==> src/rtl/ir_seq_pkg.sv <==
// Shared state encodings and counter widths for the IR capture run controller.
// Latency: n/a (types and constants only).
// Backpressure: n/a.
package ir_seq_pkg;

  localparam int CNT_W  = 32;
  localparam int FCNT_W = 8;

  typedef enum logic [2:0] {
    ST_STARTUP     = 3'd0,
    ST_CAPTURE     = 3'd1,
    ST_NOTIFY      = 3'd2,
    ST_WAIT_UPLOAD = 3'd3,
    ST_IDLE        = 3'd4,
    ST_FAULT       = 3'd5
  } state_t;

  // Busy covers the whole capture-to-upload span of a burst.
  function automatic logic is_busy(input state_t s);
    return (s == ST_CAPTURE) || (s == ST_NOTIFY) || (s == ST_WAIT_UPLOAD);
  endfunction

endpackage

==> src/rtl/ir_capture_sequencer_rise_edge_det.sv <==
// Rising-edge detector: remembers last cycle's input level.
// Latency: o_rise is high in the same cycle the input first reads high.
// Backpressure: none; the previous-value register samples every cycle.
module rise_edge_det (
  input  logic i_clk,
  input  logic i_rst_n,
  input  logic i_d,
  output logic o_rise
);

  logic r_prev;

  // Track the input level from the previous cycle.
  always_ff @(posedge i_clk) begin
    if (!i_rst_n) r_prev <= 1'b0;
    else          r_prev <= i_d;
  end

  assign o_rise = i_d & ~r_prev;

endmodule

==> src/rtl/ir_capture_sequencer.sv <==
// Run controller: settling delay, N-frame burst, done pulse, upload handshake.
// Latency: a qualifying input edge before clock edge k changes state/outputs at k.
// Backpressure: none; outputs are registered levels, abort forces IDLE.
module ir_capture_sequencer
  import ir_seq_pkg::*;
#(
  parameter int unsigned STARTUP_CYCLES       = 48000000,
  parameter int unsigned FRAME_COUNT          = 2,
  parameter int unsigned DONE_PULSE_CYCLES    = 6,
  parameter int unsigned FRAME_TIMEOUT_CYCLES = 48000000
) (
  input  logic              iClk,
  input  logic              iRst_N,
  input  logic              iStart,
  input  logic              iAbort,
  input  logic              iContinuous,
  input  logic              iWr_Frame_Done,
  input  logic              iUpload_Done,
  output logic              oCapture_En,
  output logic              oDDRWriter_En,
  output logic              oWr_Done,
  output logic              oBusy,
  output logic              oTimeout,
  output logic [FCNT_W-1:0] oFrame_Cnt,
  output logic [2:0]        oState
);

  localparam logic [CNT_W-1:0]  LP_START_LAST = CNT_W'(STARTUP_CYCLES - 1);
  localparam logic [CNT_W-1:0]  LP_PULSE_LAST = CNT_W'(DONE_PULSE_CYCLES - 1);
  localparam logic [CNT_W-1:0]  LP_WDOG_LAST  = CNT_W'(FRAME_TIMEOUT_CYCLES - 1);
  localparam logic [FCNT_W-1:0] LP_FCNT_MAX   = FCNT_W'(FRAME_COUNT);
  localparam logic [FCNT_W-1:0] LP_FCNT_LAST  = FCNT_W'(FRAME_COUNT - 1);

  logic w_start_rise;
  logic w_frame_rise;
  logic w_upload_rise;

  rise_edge_det u_start_det (
    .i_clk(iClk), .i_rst_n(iRst_N), .i_d(iStart), .o_rise(w_start_rise)
  );
  rise_edge_det u_frame_det (
    .i_clk(iClk), .i_rst_n(iRst_N), .i_d(iWr_Frame_Done), .o_rise(w_frame_rise)
  );
  rise_edge_det u_upload_det (
    .i_clk(iClk), .i_rst_n(iRst_N), .i_d(iUpload_Done), .o_rise(w_upload_rise)
  );

  state_t            r_state;
  state_t            w_next;
  logic [CNT_W-1:0]  r_cnt;
  logic [CNT_W-1:0]  w_cnt_nxt;
  logic [FCNT_W-1:0] r_fcnt;
  logic [FCNT_W-1:0] w_fcnt_nxt;
  logic              r_cap_en;
  logic              r_wr_done;
  logic              r_busy;
  logic              r_timeout;
  logic              w_cap_en_nxt;
  logic              w_wr_done_nxt;
  logic              w_busy_nxt;
  logic              w_timeout_nxt;
  logic              w_abort;

  // Abort is ignored until the settling delay has completed.
  assign w_abort = iAbort && (r_state != ST_STARTUP);

  // Register state, shared counter, frame count and all outputs.
  always_ff @(posedge iClk) begin
    if (!iRst_N) begin
      r_state   <= ST_STARTUP;
      r_cnt     <= '0;
      r_fcnt    <= '0;
      r_cap_en  <= 1'b0;
      r_wr_done <= 1'b0;
      r_busy    <= 1'b0;
      r_timeout <= 1'b0;
    end else begin
      r_state   <= w_next;
      r_cnt     <= w_cnt_nxt;
      r_fcnt    <= w_fcnt_nxt;
      r_cap_en  <= w_cap_en_nxt;
      r_wr_done <= w_wr_done_nxt;
      r_busy    <= w_busy_nxt;
      r_timeout <= w_timeout_nxt;
    end
  end

  // Next-state selection; a frame edge beats a same-cycle watchdog expiry.
  always_comb begin
    w_next = r_state;
    case (r_state)
      ST_STARTUP:     if (r_cnt == LP_START_LAST) w_next = ST_CAPTURE;
      ST_CAPTURE: begin
        if (w_frame_rise) begin
          if (r_fcnt == LP_FCNT_LAST) w_next = ST_NOTIFY;
        end else if (r_cnt == LP_WDOG_LAST) begin
          w_next = ST_FAULT;
        end
      end
      ST_NOTIFY:      if (r_cnt == LP_PULSE_LAST) w_next = ST_WAIT_UPLOAD;
      ST_WAIT_UPLOAD: if (w_upload_rise) w_next = iContinuous ? ST_CAPTURE : ST_IDLE;
      ST_IDLE:        if (w_start_rise) w_next = ST_CAPTURE;
      ST_FAULT:       if (w_start_rise) w_next = ST_CAPTURE;
      default:        w_next = ST_STARTUP;
    endcase
    if (w_abort) w_next = ST_IDLE;
  end

  // Next values of counters and registered outputs, derived from the next state.
  always_comb begin
    w_cnt_nxt = '0;
    if (w_next == r_state) begin
      if ((r_state == ST_STARTUP) || (r_state == ST_NOTIFY) ||
          ((r_state == ST_CAPTURE) && !w_frame_rise)) begin
        w_cnt_nxt = r_cnt + CNT_W'(1);
      end
    end

    // Frame count restarts on every entry to CAPTURE and is held on abort.
    w_fcnt_nxt = r_fcnt;
    if ((r_state != ST_CAPTURE) && (w_next == ST_CAPTURE)) begin
      w_fcnt_nxt = '0;
    end else if ((r_state == ST_CAPTURE) && w_frame_rise && !w_abort &&
                 (r_fcnt < LP_FCNT_MAX)) begin
      w_fcnt_nxt = r_fcnt + FCNT_W'(1);
    end

    w_cap_en_nxt  = (w_next == ST_CAPTURE);
    w_wr_done_nxt = (w_next == ST_NOTIFY);
    w_busy_nxt    = is_busy(w_next);

    // Timeout is set by a watchdog fault and cleared only by a restart from FAULT.
    w_timeout_nxt = r_timeout;
    if ((r_state == ST_CAPTURE) && (w_next == ST_FAULT)) begin
      w_timeout_nxt = 1'b1;
    end else if ((r_state == ST_FAULT) && (w_next == ST_CAPTURE)) begin
      w_timeout_nxt = 1'b0;
    end
  end

  assign oCapture_En   = r_cap_en;
  assign oDDRWriter_En = r_cap_en;
  assign oWr_Done      = r_wr_done;
  assign oBusy         = r_busy;
  assign oTimeout      = r_timeout;
  assign oFrame_Cnt    = r_fcnt;
  assign oState        = r_state;

endmodule

==> config.mk <==
export PLATFORM = sky130hd
export DESIGN_NAME = ir_capture_sequencer
export DESIGN_NICKNAME = d
export VERILOG_FILES = /design/src/rtl/ir_seq_pkg.sv /design/src/rtl/ir_capture_sequencer_rise_edge_det.sv /design/src/rtl/ir_capture_sequencer.sv
export SDC_FILE = /design/constraint.sdc
export NUM_CORES = 1
export LEC_CHECK = 0
export BUFFER_PORTS_ARGS = -buffer_cell sky130_fd_sc_hd__buf_4
export CAP_MARGIN = 20
export CORE_UTILIZATION = 40
export DETAILED_ROUTE_END_ITERATION = 7
export GPL_TIMING_DRIVEN = 0
export MAX_ROUTING_LAYER = met4
export PLACE_DENSITY = 0.6
export SLEW_MARGIN = 40
export SYNTH_ARGS = -nofsm -noshare
export SYNTH_HDL_FRONTEND = slang
export SYNTH_SLANG_ARGS = --single-unit
==> constraint.sdc <==
create_clock -name iClk -period 3.3 [get_ports iClk]
set_clock_uncertainty 0.05 [all_clocks]
set_input_delay 0.165 -clock iClk [delete_from_list [all_inputs] [get_ports iClk]]
set_output_delay 0.165 -clock iClk [all_outputs]
set_load 0.02 [all_outputs]
Word level (Yosys, flattened, before mapping):

Index checks and enable logic that the tools add are counted.

* logic and storage cells: 66
* output and inout bits: 16
* input bits: 7
* register bits after elaboration: 50

* order comparisons: 1
* reductions and logical operators: 20
* add/subtract/negate cells: 2
* equal/unequal tests: 14
* bitwise gates (word level): 7
* multiplexer cells: 12

Operators with widths (count)
* $add A32 B1 Y32 const B: 1
* $eq A32 B26 Y1 const B: 1
* $eq A32 B3 Y1 const B: 1
* $mux W3: 9
* $pmux W3 S5: 1
* $eq A3 B2 Y1 const B: 4
* $eq A3 B3 Y1 const B: 3
* $add A8 B1 Y8 const B: 1
* $eq A8 B1 Y1 const B: 1
* $logic_and A1 B1 Y1: 8
* $lt A8 B2 Y1 const B: 1
* $eq A3 B1 Y1 const B: 2
* $logic_or A1 B1 Y1: 4
* $not A1 Y1: 4
* $reduce_or A2 Y1: 2
* $and A1 B1 Y1: 3
* $eq A3 B3 Y1: 1
* $logic_not A3 Y1: 1
* $ne A3 B1 Y1 const B: 1
* $reduce_and A3 Y1: 1
* $reduce_bool A3 Y1: 1
* $logic_not A1 Y1: 2
* $mux W1: 2
* $reduce_bool A2 Y1: 1

Longest topological paths before layout:

Gate-level depths: netlist of the first run.

* depth in word-level cells: 9
* mapped depth: 8
* gate-level depth less buffers: 7

Modules after synthesis:

A second synthesis of the first run with hierarchy kept.

* cells, all modules: 282
* area total of the unflattened synthesis: 2532.4 µm²

Modules (own cells, without submodules)
* ir_capture_sequencer: area each 2412.3 µm², seq. area each 940.9 µm², cells each 273, times used 1
* rise_edge_det: area each 40.0 µm², seq. area each 20.0 µm², cells each 3, times used 3

Least setup slack after synthesis of the first run:

Ideal clock, no wire load.

* kind: reg-to-reg
* from: register r_state[2], in the netlist oState[2]
* to: register r_cnt[10]
* stages on the path, launching flop included: 9
* library setup time: 64 ps
* period minus slack after synthesis: 2068 ps
* data required time: 3186 ps
* slack: 1232 ps
* buffers on the path: 2
* arrival time: 1954 ps
* cell sequence: dfxtp_1 > buf_2 > inv_1 > a31o_2 > a221o_1 > a31oi_1 > a22oi_1 > buf_2 > nor2_1

* longest elaborated chain between the ends: 6
* elaborated cells between the ends (all ways): 23
* classes of those cells: 6 x eq/ne; 9 x mux; 8 x reduce/logical

Ends and longest elaborated chain
* start: declaration: RTL line ir_capture_sequencer.sv:48 `state_t r_state;`
* start signal: assignment: RTL line ir_capture_sequencer.sv:78 `r_state <= w_next;`
* $eq A3 B3 Y1, or another cell as far along: RTL line ir_capture_sequencer.sv:91 `case (r_state)`
* $reduce_or A2 Y1 (no source line) or $mux W3 (tied branches)
* $pmux W3 S5: RTL line ir_capture_sequencer.sv:91
* $mux W3: RTL line ir_capture_sequencer.sv:106 `if (w_abort) w_next = ST_IDLE;`
* $eq A3 B3 Y1: RTL line ir_capture_sequencer.sv:112 `if (w_next == r_state) begin`
* $reduce_and A3 Y1 (no source line) (*)
* end signal: assignment: RTL line ir_capture_sequencer.sv:79 `r_cnt <= w_cnt_nxt;`
* end: declaration: RTL line ir_capture_sequencer.sv:50 `logic [CNT_W-1:0] r_cnt;`

Every way passes the cells marked *; elsewhere a longest branch is shown, timed or not.
A chain may end at the register's enable or synchronous reset.

Worst setup path after layout of the first run:

* from: register r_cnt[29]
* to: register r_cnt[5]

* longest elaborated chain between the ends: 7
* elaborated cells between the ends (all ways): 10
* classes of those cells: 3 x eq/ne; 6 x mux; 1 x reduce/logical

Ends and longest elaborated chain
* $eq A32 B26 Y1: RTL line ir_capture_sequencer.sv:92, ir_capture_sequencer.sv:96
* $mux W3: RTL line ir_capture_sequencer.sv:96 `end else if (r_cnt == LP_WDOG_LAST) begin`
* $mux W3: RTL line ir_capture_sequencer.sv:94 `if (w_frame_rise) begin`
* $pmux W3 S5 (*): RTL line ir_capture_sequencer.sv:91
* $mux W3 (*): RTL line ir_capture_sequencer.sv:106
* $eq A3 B3 Y1 (*): RTL line ir_capture_sequencer.sv:112
* $reduce_and A3 Y1 (no source line) (*)

Marked as above.

==> impl_metrics.json, run 1 <==
{
  "status": "finished clean",
  "routed_wl_microns": 4540,
  "initial_core_util": 0.414,
  "crit_start": "r_cnt[29]$_SDFF_PN0_",
  "peakVddDrop_mv": 0.172,
  "die_w_microns": 77.3,
  "cp_top_family": "simple AND/OR/NAND/NOR gates",
  "worst_path_largest_cell_delay_ps": 460,
  "combPwrFrac": 0.036,
  "via_per_inst": 5.02,
  "cts_resized": 0,
  "power_density_nw_per_um2": 396,
  "root_buffer": "clkbuf_8",
  "numClockSinks": 50,
  "postRouteAntennaNets": 0,
  "synth.distinct_cells": 38,
  "clock.fmax_mhz": 395,
  "final_util": 0.480,
  "post-route-period-util": 0.766,
  "insertion_delay_ps": 300,
  "nets": 302,
  "synth_cells": 262,
  "setup_viol": 0,
  "syn-num-nets": 273,
  "core-area_sq_um": 5470,
  "ctsHoldBuffers": 0,
  "first_pass_iters": 4,
  "antenna_found_initial": 0,
  "ys_ff_latch": 50,
  "p_int_mw": 0.815,
  "slew_headroom": 0.686,
  "timing.rr.start": "r_cnt[29]$_SDFF_PN0_",
  "grt_pass1_wl_microns": 8050,
  "cts_inserted_buffers": 5,
  "gp_congestion": 0.802,
  "hpwl_microns": 3390,
  "cp_num_buf_inv": 1,
  "leakagePower_nw": 1.08,
  "p_switching_mw": 0.224,
  "path_cells": "nor4_1, nand4_1, nor4_2, a41oi_1, a22oi_1, buf_2, nor2_1",
  "area_delta_synth_final_pct": 15.9,
  "wl_per_cell_microns": 12.5,
  "whs_ps": 26.0,
  "netlist_area_sq_um": 2270,
  "rsz0062_at_grt": "no",
  "drive_gt1_frac": 0.134,
  "synth_area_leaders": "dfxtp_1 (44%), nor2_1 (7.0%), xnor2_1 (6.6%)",
  "first_iter_violations": 94,
  "crit_type": "reg -> reg",
  "finalMaxSlewViolations": 0,
  "tightest_slew_ps": 470,
  "drc_errors": 0,
  "path_clk_slew_ps": 90,
  "worst_path_max_delay_cell": "a22oi_1",
  "yosysWarnings": 0,
  "swShare": 0.216,
  "hold_viol_final": 0,
  "critical_path.max_fanout": 10,
  "die_h_microns": 77.3,
  "maxCapViolations": 0,
  "critPathLaunchType": "flip-flop",
  "netlist.top_cell.by_area": "dfxtp_1",
  "nFillCells": 561,
  "tns_ps": 0,
  "ioPinCount": 23,
  "power_mw": 1.04,
  "cts_tree": "done",
  "dieArea_sq_um": 5970,
  "num_vias": 1829,
  "grt_pass1_vias": 1775,
  "grt_max_degree": 16,
  "period_minus_slack_ps": 2530,
  "synth_seq_area_share": 0.442,
  "postSynthAreaPerCell_sq_um": 8.65,
  "arrival_ps": 2660,
  "diodes": 0,
  "grt-ovfl-total": 0,
  "pwr-share-seq": 0.588,
  "worstHoldPathType": "in -> reg",
  "cts_setup_buffers": 0,
  "rows": 27,
  "track_usage": 0.173,
  "synth_top_area_frac": 0.442,
  "min-delay-start": "iWr_Frame_Done",
  "portBuffers": 22,
  "htree_levels": 2,
  "pwr-share-clk": 0.376,
  "cts_max_path_buffers": 2,
  "required_ps": 3430,
  "worst_setup_path_end_kind": "flip-flop"
}
## layout by cell type (no fill, tap or decap), types with 3 or more instances in the layout
| cell type | count |
|---|---|
| nand3_1 | 14 |
| buf_2 | 4 |
| nand2b_1 | 3 |
| nor3_1 | 9 |
| clkbuf_8 | 7 |
| dfxtp_1 | 50 |
| xnor2_1 | 17 |
| a21oi_1 | 4 |
| nor2_1 | 42 |
| and3_1 | 20 |
| inv_1 | 9 |
| nor4_1 | 8 |
| ha_1 | 4 |
| nor2b_1 | 3 |
| and2_1 | 6 |
| nand4_1 | 6 |
| clkbuf_1 | 7 |
| buf_4 | 23 |
| nand2_1 | 13 |
| a31o_2 | 3 |
| nor3b_1 | 3 |
| xor2_1 | 13 |
## per-stage QoR
step	setup slack, ps	instances	cell area [sq um]
6_report	771	364	2630
5_1_grt	523	364	2630
4_1_cts	746	364	2630
3_5_place_dp	763	356	2520
3_3_place_gp	765	356	2520
2_1_floorplan	1230	262	2270
## layer usage
layer / global-route usage / vias to the layer above / wire (microns) / part of all wire
met1: 0.224 / 835 / 2330 / 0.51
met5: - / - / 0 / 0
met4: 0.0528 / 0 / 25 / 0.0055
li1: - / 960 / - / -
met2: 0.264 / 32 / 2010 / 0.44
met3: 0.0429 / 2 / 172 / 0.038
## layout make-up
class / instances / area, sq um / share of cell area
timing repair buffer: 22 / 165 / 0.0629
buffer: 12 / 53.8 / 0.0205
inverter: 9 / 33.8 / 0.0129
multi-input combinational: 191 / 1180 / 0.449
clock inverter: 1 / 8.76 / 0.00333
clock buffer: 7 / 96.3 / 0.0367
tap: 72 / 90.1 / 0.0343
sequential: 50 / 1000 / 0.381
## synthesized netlist by cell type
| cell type | instances |
|---|---|
| and2_0 | 1 |
| clkbuf_1 | 7 |
| a41oi_1 | 1 |
| xnor2_1 | 17 |
| nand4b_1 | 2 |
| a31o_2 | 3 |
| nor4_1 | 8 |
| o21ai_0 | 2 |
| buf_2 | 4 |
| and3_1 | 20 |
| nand3b_1 | 1 |
| nor4_2 | 1 |
| a21oi_1 | 4 |
| nand2_1 | 13 |
| a22oi_1 | 1 |
| o211a_1 | 2 |
| nand4_1 | 6 |
| a2111o_1 | 1 |
| nor3_1 | 9 |
| a31oi_1 | 2 |
| a221o_1 | 1 |
| o311a_1 | 1 |
| nor3b_1 | 3 |
| nand2b_1 | 3 |
| ha_1 | 4 |
| or4_1 | 1 |
| o32a_1 | 1 |
| nand3_1 | 14 |
| and4_1 | 1 |
| inv_1 | 9 |
| dfxtp_1 | 50 |
| xor2_1 | 13 |
| buf_4 | 1 |
| and2_1 | 6 |
| a21o_1 | 2 |
| nor2b_1 | 3 |
| or3_1 | 2 |
| nor2_1 | 42 |
## power groups by stage
| stage | clock, mW | sequential [mW] | combinational (mW) |
|---|---|---|---|
| 4_1_cts | 0.407 | 0.611 | 0.0380 |
| 2_1_floorplan | 0 | 0.625 | 0.0227 |
| 5_1_grt | 0.432 | 0.612 | 0.0428 |
| 3_3_place_gp | 0 | 0.625 | 0.0372 |
| 3_5_place_dp | 0 | 0.625 | 0.0378 |
| 6_report | 0.391 | 0.611 | 0.0372 |
## sequential cells by signal, indices dropped and copies added, names as in the netlist
register / count
oWr_Done: 1
oCapture_En: 1
oBusy: 1
oTimeout: 1
r_cnt: 32
oFrame_Cnt: 8
u_start_det.r_prev: 1
oState: 3
u_upload_det.r_prev: 1
u_frame_det.r_prev: 1
## cells by family after synthesis
| logic type | after synthesis | synth area share |
|---|---|---|
| compound gates | 21 | 0.0712 |
| xor+xnor | 30 | 0.116 |
| fa+ha+maj | 4 | 0.0221 |
| buf+inv | 21 | 0.0386 |
| flops | 50 | 0.442 |
| simple gates | 136 | 0.311 |
## worst paths after layout
path / to / slack (ps) / cells past startpoint
worst max-delay path: r_cnt[5]$_SDFF_PN0_ / 770 / 7
worst min-delay path: u_frame_det.r_prev$_SDFF_PN0_ / 30 / 2
worst max register to register: r_cnt[5]$_SDFF_PN0_ / 770 / 7
worst min register to register: r_cnt[0]$_SDFF_PN0_ / 430 / 1
Note: power is estimated with default switching activity, not from simulation.
==> run 2, diff against run 1 <==
--- a/config.mk
+++ b/config.mk
@@ -11,7 +11,7 @@
 export DETAILED_ROUTE_END_ITERATION = 7
 export GPL_TIMING_DRIVEN = 0
 export MAX_ROUTING_LAYER = met4
-export PLACE_DENSITY = 0.6
+export PLACE_DENSITY = 0.62
 export SLEW_MARGIN = 40
 export SYNTH_ARGS = -nofsm -noshare
 export SYNTH_HDL_FRONTEND = slang
==> constraint.sdc (replaced) <==
create_clock -name iClk -period 2.2 [get_ports iClk]
set_clock_uncertainty 0.05 [all_clocks]
set_input_delay 0.11 -clock iClk [delete_from_list [all_inputs] [get_ports iClk]]
set_output_delay 0.11 -clock iClk [all_outputs]
set_load 0.02 [all_outputs]
==> impl_metrics.json, run 2 (synthesis results as in run 1) <==
{
  "grt-ovfl-total": 0,
  "first_iter_violations": 99,
  "nets": 311,
  "peakVddDrop_mv": 0.287,
  "routed_wl_microns": 4810,
  "hold_viol_final": 0,
  "antenna_found_initial": 0,
  "leakagePower_nw": 1.15,
  "rsz0062_at_grt": "yes",
  "slew_headroom": 0.725,
  "critPathLaunchType": "flip-flop",
  "required_ps": 2360,
  "grt_max_degree": 16,
  "arrival_ps": 2380,
  "drive_gt1_frac": 0.196,
  "setup_viol": 4,
  "root_buffer": "clkbuf_8",
  "via_per_inst": 5.07,
  "violations": "negative setup slack",
  "first_pass_iters": 4,
  "power_mw": 1.51,
  "core-area_sq_um": 5470,
  "final_cell_mix": "dfxtp_1 (47), nor2_1 (39), buf_4 (30), and3_1 (20), xnor2_1 (17)",
  "path_cells": "nor4_4, nand4_1, nor4_4, a41oi_2, a2111o_1, and3_1",
  "maxCapViolations": 0,
  "worst_setup_path_end_kind": "flip-flop",
  "setup_slack_ps": -27.6,
  "hpwl_microns": 3280,
  "dieArea_sq_um": 5970,
  "cts_max_path_buffers": 2,
  "area_delta_synth_final_pct": 24.7,
  "worst_path_largest_cell_delay_ps": 570,
  "initial_core_util": 0.414,
  "numClockSinks": 50,
  "finalMaxSlewViolations": 0,
  "largest_register_ffs": 32,
  "period_minus_slack_ps": 2230,
  "crit_top_cell": "nor4_4",
  "postRouteAntennaNets": 0,
  "final_util": 0.517,
  "tightest_slew_ps": 411,
  "path_clk_slew_ps": 90,
  "die_h_microns": 77.3,
  "num_vias": 1891,
  "rows": 27,
  "worstHoldPathType": "in -> reg",
  "final_cells": 373,
  "post-route-period-util": 1.01,
  "final_common_cell": "dfxtp_1",
  "track_usage": 0.180,
  "wl_per_cell_microns": 12.9,
  "crit_type": "reg -> reg",
  "insertion_delay_ps": 310,
  "worst_path_max_delay_cell": "a2111o_1",
  "clock.fmax_mhz": 449,
  "dp_cells": 356,
  "status": "finished, violations left",
  "nFillCells": 536,
  "ioPinCount": 23,
  "gp_congestion": 0.827,
  "drc_errors": 0,
  "power_density_nw_per_um2": 535,
  "cts_tree": "done",
  "place_area_sq_um": 2520,
  "htree_levels": 2,
  "grt_pass1_wl_microns": 8360,
  "critical_path.max_fanout": 8,
  "final_area_sq_um": 2830,
  "dpl_worst_slack_ps": -301,
  "grt_pass1_vias": 1821,
  "diodes": 0,
  "cts_inserted_buffers": 5,
  "largest_register": "r_cnt",
  "die_w_microns": 77.3,
  "portBuffers": 22
}
run 2: critical path, delay by kind of cell, from the launching register on:
kind            cells  cell delay, ps
compound gates      2             780
flops               1             370
simple gates        4             940
run 2: cell type report:
type                    count  area [sq um]  share of cell area
well taps                  72          90.1              0.0319
clock buffers               6          72.6              0.0257
inverters                   9          33.8              0.0119
plain buffers              11          66.3              0.0235
flip-flops and latches     50          1010               0.356
clock inverters             2          13.8             0.00487
repair buffers             32           269              0.0951
multi-input cells         191          1270               0.451
run 2: where the power goes:
part / total, mW / switching (mW) / leakage, nW / internal [mW]
Combinational: 0.0744 / 0.0388 / 0.703 / 0.0356
Clock: 0.524 / 0.299 / 0.0452 / 0.225
Sequential: 0.915 / 0.00428 / 0.406 / 0.911
Total: 1.51 / 0.342 / 1.15 / 1.17
run 2: layer usage:
layer / track usage / routed length, microns / share of wire / up-vias
li1: - / - / - / 975
met1: 0.240 / 2450 / 0.51 / 877
met2: 0.265 / 2100 / 0.44 / 34
met3: 0.0417 / 198 / 0.041 / 5
met4: 0.0623 / 68 / 0.014 / 0
met5: - / 0 / 0 / -
run 2: repair_timing:
action,CTS,global route
cloned,0,1
endpoints found under the hold margin,3,0
hold buffers,3,0
gates resized for setup,8,23
endpoints found under the setup margin,39,41
pin swaps,10,6
setup buffers,1,5
run 2: per-stage QoR:
step / setup TNS, ps / hold WS [ps]
floorplan: 0 / 182
global placement: -10040 / 278
detailed placement: -10340 / 277
CTS: 0 / 171
global route: -1510 / 211
finish: -77.3 / 177
run 2: path summary, 6_finish.rpt:
path / start / end / slack [ps] / cells after the start
max reg2reg: r_cnt[30]$_SDFF_PN0_ / oFrame_Cnt[7]$_SDFFE_PP0P_ / -30 / 6
min: iAbort / oFrame_Cnt[1]$_SDFFE_PP0P_ / 180 / 3
max: r_cnt[30]$_SDFF_PN0_ / oFrame_Cnt[7]$_SDFFE_PP0P_ / -30 / 6
min reg2reg: r_cnt[0]$_SDFF_PN0_ / r_cnt[0]$_SDFF_PN0_ / 430 / 1
